<file path="config.mk">
export PLATFORM = sky130hd
export DESIGN_NAME = data_tx_rx
export DESIGN_NICKNAME = d
export VERILOG_FILES = /design/src/rtl/data_tx_rx_pkg.sv /design/src/rtl/data_tx_rx_rx_mac_learner.sv /design/src/rtl/data_tx_rx.sv
export SDC_FILE = /design/constraint.sdc
export NUM_CORES = 1
export LEC_CHECK = 0
export BUFFER_PORTS_ARGS = -buffer_cell sky130_fd_sc_hd__buf_4
export CAP_MARGIN = 30
export CORE_ASPECT_RATIO = 0.6
export CORE_MARGIN = 8
export CORE_UTILIZATION = 40
export DETAILED_ROUTE_END_ITERATION = 12
export GPL_TIMING_DRIVEN = 0
export PLACE_DENSITY_LB_ADDON = 0.3
export SYNTH_ARGS = -nofsm -noshare
export SYNTH_HDL_FRONTEND = slang
export SYNTH_HIERARCHICAL = 1
export SYNTH_SLANG_ARGS = --single-unit
</file>
<file path="constraint.sdc">
create_clock -name clk -period 7.3 [get_ports clk]
set_input_delay 1.46 -clock clk [delete_from_list [all_inputs] [get_ports clk]]
set_output_delay 1.46 -clock clk [all_outputs]
set_load 0.02 [all_outputs]
</file>
<file path="src/rtl/data_tx_rx_pkg.sv">
// Shared types and constants for the data_tx_rx Ethernet framer/listener.
`timescale 1ns/1ps
package data_tx_rx_pkg;

    typedef enum logic [1:0] {
        IDLE = 2'd0,
        HDR  = 2'd1,
        PLD  = 2'd2
    } tx_state_t;

    localparam int unsigned HDR_LEN      = 14;
    localparam int unsigned MIN_PLD      = 46;

    // Header byte positions: dst MAC, source MAC, ethertype
    localparam int unsigned HDR_DST_IDX  = 0;
    localparam int unsigned HDR_SRC_IDX  = 6;
    localparam int unsigned HDR_TYPE_IDX = 12;

    // Source-address window inside a received frame
    localparam int unsigned RX_MAC_FIRST = 6;
    localparam int unsigned RX_MAC_LAST  = 11;

    // Header byte idx (0..13) of {dst, src, ethertype}, MSB first
    function automatic logic [7:0] hdr_byte(input logic [47:0] dst,
                                            input logic [47:0] src,
                                            input logic [15:0] etype,
                                            input logic [3:0]  idx);
        logic [111:0] hdr;
        hdr = {dst, src, etype} << {idx, 3'b000};
        return hdr[111:104];
    endfunction

endpackage

</file>
<file path="src/rtl/data_tx_rx_rx_mac_learner.sv">
// Listens to the RX LocalLink stream and learns the peer MAC from the
// source-address bytes of every frame long enough to contain them.
`timescale 1ns/1ps
module rx_mac_learner
    import data_tx_rx_pkg::*;
#(
    parameter logic [47:0] DEFAULT_DST_MAC = 48'hFFFF_FFFF_FFFF
) (
    input  logic        clk,
    input  logic        reset,
    input  logic [7:0]  rx_data,
    input  logic        rx_sof,
    input  logic        rx_eof,
    input  logic        rx_src_rdy,
    output logic [47:0] learned_mac
);

    logic [7:0]  pos;
    logic        in_frame;
    logic [47:0] shadow;
    logic [47:0] shadow_nxt_c;
    logic [7:0]  cur_pos_c;
    logic        accept_c;

    // A sof byte is position 0 regardless of where the previous frame stopped
    assign cur_pos_c = rx_sof ? 8'd0 : pos;
    assign accept_c  = rx_src_rdy && (rx_sof || in_frame);

    // Source-address bytes shift in MSB first; six shifts fill the shadow
    always_comb begin
        shadow_nxt_c = shadow;
        if (cur_pos_c >= 8'(RX_MAC_FIRST) && cur_pos_c <= 8'(RX_MAC_LAST)) begin
            shadow_nxt_c = {shadow[39:0], rx_data};
        end
    end

    // Position tracking and learned-MAC commit on a long-enough eof byte
    always_ff @(posedge clk) begin
        if (reset) begin
            pos         <= 8'd0;
            in_frame    <= 1'b0;
            shadow      <= 48'd0;
            learned_mac <= DEFAULT_DST_MAC;
        end else if (accept_c) begin
            shadow   <= shadow_nxt_c;
            pos      <= (cur_pos_c == 8'hFF) ? cur_pos_c : cur_pos_c + 8'd1;
            in_frame <= !rx_eof;
            if (rx_eof && cur_pos_c >= 8'(RX_MAC_LAST)) begin
                learned_mac <= shadow_nxt_c;
            end
        end
    end

endmodule

</file>
<file path="src/rtl/data_tx_rx.sv">
// Byte-wide Ethernet framer (TX) and peer-MAC listener (RX).
// Optional feature macro: DATA_TX_RX_PAD_EN zero-pads short payloads to 46 bytes.
`timescale 1ns/1ps
module data_tx_rx
    import data_tx_rx_pkg::*;
#(
    parameter logic [47:0] SRC_MAC         = 48'h000A_3501_0203,
    parameter logic [47:0] DEFAULT_DST_MAC = 48'hFFFF_FFFF_FFFF,
    parameter logic [15:0] ETHERTYPE       = 16'h88B5
) (
    input  logic       clk,
    input  logic       reset,
    input  logic [7:0] rx_data,
    input  logic       rx_sof,
    input  logic       rx_eof,
    input  logic       rx_src_rdy,
    output logic [7:0] tx_data,
    output logic       tx_sof,
    output logic       tx_eof,
    output logic       tx_src_rdy,
    input  logic       tx_dest_rdy,
    input  logic       start_tx,
    input  logic [7:0] data_tx,
    input  logic [7:0] length_tx,
    output logic       payload,
    output logic       busy
);

    tx_state_t   state;
    logic [3:0]  hdr_idx;
    logic [8:0]  pld_cnt;
    logic [7:0]  len_q;
    logic [47:0] dst_q;
    logic [7:0]  hdr_q;
    logic [47:0] learned_mac;
    logic [8:0]  pld_total_c;
    logic        user_phase_c;

    rx_mac_learner #(
        .DEFAULT_DST_MAC (DEFAULT_DST_MAC)
    ) u_rx_mac_learner (
        .clk         (clk),
        .reset       (reset),
        .rx_data     (rx_data),
        .rx_sof      (rx_sof),
        .rx_eof      (rx_eof),
        .rx_src_rdy  (rx_src_rdy),
        .learned_mac (learned_mac)
    );

    // Number of payload bytes on the wire, including any zero padding
`ifdef DATA_TX_RX_PAD_EN
    assign pld_total_c = (len_q < 8'(MIN_PLD)) ? 9'(MIN_PLD) : {1'b0, len_q};
`else
    assign pld_total_c = {1'b0, len_q};
`endif

    // User bytes pass straight through; padding bytes are zero and not consumed
    assign user_phase_c = (state == PLD) && (pld_cnt < {1'b0, len_q});
    assign tx_data      = (state == PLD) ? (user_phase_c ? data_tx : 8'd0) : hdr_q;
    assign payload      = user_phase_c && tx_dest_rdy;

    // TX frame FSM: header byte register, payload counter and framing flags
    always_ff @(posedge clk) begin
        if (reset) begin
            state      <= IDLE;
            busy       <= 1'b0;
            tx_src_rdy <= 1'b0;
            tx_sof     <= 1'b0;
            tx_eof     <= 1'b0;
            hdr_q      <= 8'd0;
            hdr_idx    <= 4'd0;
            pld_cnt    <= 9'd0;
            len_q      <= 8'd0;
            dst_q      <= DEFAULT_DST_MAC;
        end else begin
            case (state)
                IDLE: begin
                    if (start_tx && length_tx != 8'd0) begin
                        state      <= HDR;
                        busy       <= 1'b1;
                        tx_src_rdy <= 1'b1;
                        tx_sof     <= 1'b1;
                        len_q      <= length_tx;
                        dst_q      <= learned_mac;
                        hdr_q      <= learned_mac[47:40];
                        hdr_idx    <= 4'd0;
                    end
                end
                HDR: begin
                    if (tx_dest_rdy) begin
                        tx_sof <= 1'b0;
                        if (hdr_idx == 4'(HDR_LEN - 1)) begin
                            state   <= PLD;
                            hdr_q   <= 8'd0;
                            pld_cnt <= 9'd0;
                            tx_eof  <= (pld_total_c == 9'd1);
                        end else begin
                            hdr_idx <= hdr_idx + 4'd1;
                            hdr_q   <= hdr_byte(dst_q, SRC_MAC, ETHERTYPE, hdr_idx + 4'd1);
                        end
                    end
                end
                PLD: begin
                    if (tx_dest_rdy) begin
                        if (tx_eof) begin
                            state      <= IDLE;
                            busy       <= 1'b0;
                            tx_src_rdy <= 1'b0;
                            tx_eof     <= 1'b0;
                        end else begin
                            pld_cnt <= pld_cnt + 9'd1;
                            tx_eof  <= (pld_cnt + 9'd2 == pld_total_c);
                        end
                    end
                end
                default: begin
                    state <= IDLE;
                end
            endcase
        end
    end

endmodule

</file>
==> reports/qor.yml <==
power:
  seqPwrFrac: 0.482
  clock_power_share: 0.415
  vdd_drop_max_uv: 145
  power.internal_mw: 1.66
  share_comb_of_total_power: 0.103
  p_per_area_mw_per_mm2: 220
  power_switching_mw: 0.565
  p_sw_frac: 0.254
  p_leak_nw: 4.04
placed_design:
  portBuffers: 43
  placed_cells: 1401
  place_worst_setup_slack_ns: 3.02
  gp_congestion: 0.927
  hpwl_um: 21100
  dpl_cell_area_mm2: 0.00956
clock_tree:
  numCtsBuffers: 17
  clock_latency_ns: 0.44
  cts.htree.levels: 4
  cts.sinks: 187
  root_buffer: "clkbuf_16"
  path_clk_slew_ns: 0.07
  clockBufferDepth: 2
  tritoncts: "done"
  cts_setup_buffers: 0
  cts_resized: 0
  holdBufCountCts: 0
cells_and_area:
  design_area_mm2: 0.0101
  diodes: 0
  nets: 1180
  drive_gt1_frac: 0.112
  fin_util: 0.462
  n_fill_cell: 2144
  area_growth_pct: 14.0
  layout_commonest_cell: "dfxtp_1"
  final_cell_mix: "dfxtp_1 (187), nand2_1 (127), nand3_1 (106)"
  finalNonFillerCells: 1433
yosys:
  ys_seq_area_frac: 0.422
  synthCells: 1072
  ys_warn_count: 6
  synthArstFlopShare: 0
  dominantRegCellSynth: "dfxtp_1"
  mappedNetlistNets: 1118
  syn_area_mm2: 0.00888
  synth_top_area_cell: "dfxtp_1"
  yosys-top-cells-area: "dfxtp_1 (42%), nand3_1 (6.0%), nand2_1 (5.4%)"
  yosys_register_bits: 187
  synth_edf_count: 0
  syn_area_per_cell_um2: 8.28
  synth_cell_types: 66
  synth_top_area_frac: 0.422
hold_path:
  min_from: "u_rx_mac_learner/learned_mac[1]"
  hold_class: "flip-flop to flip-flop"
  whs_endpoint: "u_rx_mac_learner/learned_mac[1]"
  holdPathStages: 2
worst_setup_path:
  critPathCaptureType: "output pin"
  worstRegToRegCells: 11
  cp.arrival_ns: 3.03
  r2r_start: "hdr_idx[0]"
  crit_required_ns: 5.84
  reg2reg_setup_slack_ns: 4.07
  critPathLaunchType: "flip-flop"
  cp_max_fo: 8
  worst-setup-path-type: "flip-flop to output pin"
  rr_endpoint: "hdr_q[6]"
routing:
  ant_nets: 0
  wl_per_cell_um: 19.5
  dr.first_iter.drc_count: 989
  first_pass_iters: 5
  wl_um: 28000
  vias: 8382
  viasPerCell: 5.85
  route.detailed.drc: 0
die:
  core_mm2: 0.0219
  ios: 44
  rows: 42
  initial_utilization: 0.405
  chipHeight_um: 131
  die_x_um: 208
  dieArea_mm2: 0.0274
sta:
  finalHoldViolCount: 0
  worst_pin_slew_ns: 0.755
  period_share: 0.615
  finClkSkew_ns: 0.0136
  layout_min_cycle_time_ns: 4.49
  slew_violations: 0
  max_freq_mhz: 223
  fin_ws_ns: 2.81
  fin_setup_tns_ns: 0
  slew_headroom: 0.489
  setup_viol: 0
  rsz0062_at_grt: "no"
run_status:
  status: "complete, no violations"
global_routing:
  use_met3: 0.0755
  gr-max-usage-layer: "met1"
  grt_pass1_vias: 7835
  antenna_found_initial: 0
  met2_usage: 0.249
  grt_remaining_overflow: 0
  use_met1: 0.317
  grt_start_max_net_pins: 17
  track_usage: 0.202
  grt_pass1_wl_um: 44200
job:
  maxCapViolations: 0
[per-layer routing]
layer	share of wire	wire length (um)
met1	0.51	14200
met2	0.37	10300
met3	0.12	3300
met4	0.0081	226
met5	0	0
[power by group through the flow]
| stage | clock network (mW) | registers (mW) | logic (mW) |
|---|---|---|---|
| floorplan | 0 | 1.09 | 0.149 |
| global placement | 0 | 1.09 | 0.220 |
| detailed placement | 0 | 1.09 | 0.223 |
| CTS | 0.932 | 1.07 | 0.224 |
| global route | 0.973 | 1.08 | 0.251 |
| finish | 0.924 | 1.07 | 0.228 |
[critical path, cell delays in order, from the launching register on]
cell,delay (ns)
dfxtp_1,0.31
clkbuf_1,0.28
inv_1,0.12
ha_1,0.32
a41oi_1,0.20
o21ai_0,0.27
o31ai_2,0.70
a22o_1,0.24
buf_4,0.14
[worst max-delay path by stage]
stage | slack, ns | cells after the start | start | end
5_1_grt | 2.63 | 8 | len_q[6] | tx_data[3]
3_3_place_gp | 3.03 | 5 | tx_dest_rdy | payload
6_report | 2.81 | 8 | len_q[6] | tx_data[4]
4_1_cts | 2.84 | 8 | len_q[6] | tx_data[4]
3_5_place_dp | 3.02 | 5 | tx_dest_rdy | payload
2_1_floorplan | 3.44 | 3 | tx_dest_rdy | payload
[state kept, by name, indices dropped and copies added, names as in the netlist, 2 cells and up]
name and flops:
len_q 8, hdr_q 8, u_rx_mac_learner/shadow 48, u_rx_mac_learner/learned_mac 48
pld_cnt 9, dst_q 48, state 2, u_rx_mac_learner/pos 8
hdr_idx 4
[stage by stage]
stage          total power, mW  hold slack, ns
6_report                  2.23           0.451
5_1_grt                   2.30           0.466
4_1_cts                   2.23           0.452
3_5_place_dp              1.32           0.443
3_3_place_gp              1.31           0.442
2_1_floorplan             1.24           0.424
[cells in the mapped netlist (15+ instances only)]
library cell	instances
nand2_1	127
a21oi_1	73
ha_1	15
a32oi_1	50
buf_2	21
nand3b_1	48
o21ai_0	80
nand3_1	106
nor2_1	41
clkbuf_1	59
o21ai_1	29
inv_1	63
dfxtp_1	187
[cells by family (layout without fill, tap and decap cells)]
logic type,after synthesis,in the layout,synth area share
AND/OR/NAND/NOR,385,385,0.219
AO/OA/AOI/OAI,291,291,0.210
flip-flops,187,187,0.422
buffers and inverters,156,231,0.0770
XOR/XNOR,21,21,0.0216
multiplexers,17,17,0.0299
adder cells (fa/ha/maj),15,15,0.0211
[final cells by class]
| cell class | instances | area (um^2) | share of cell area |
|---|---|---|---|
| Sequential cell | 187 | 3740 | 0.370 |
| Inverter | 63 | 236 | 0.0234 |
| Tap cell | 286 | 358 | 0.0354 |
| Buffer | 93 | 447 | 0.0441 |
| Multi-Input combinational cell | 729 | 4450 | 0.440 |
| Clock buffer | 24 | 472 | 0.0466 |
| Clock inverter | 8 | 92.6 | 0.00915 |
| Timing Repair Buffer | 43 | 323 | 0.0319 |
(Power assumes the default switching activity.)
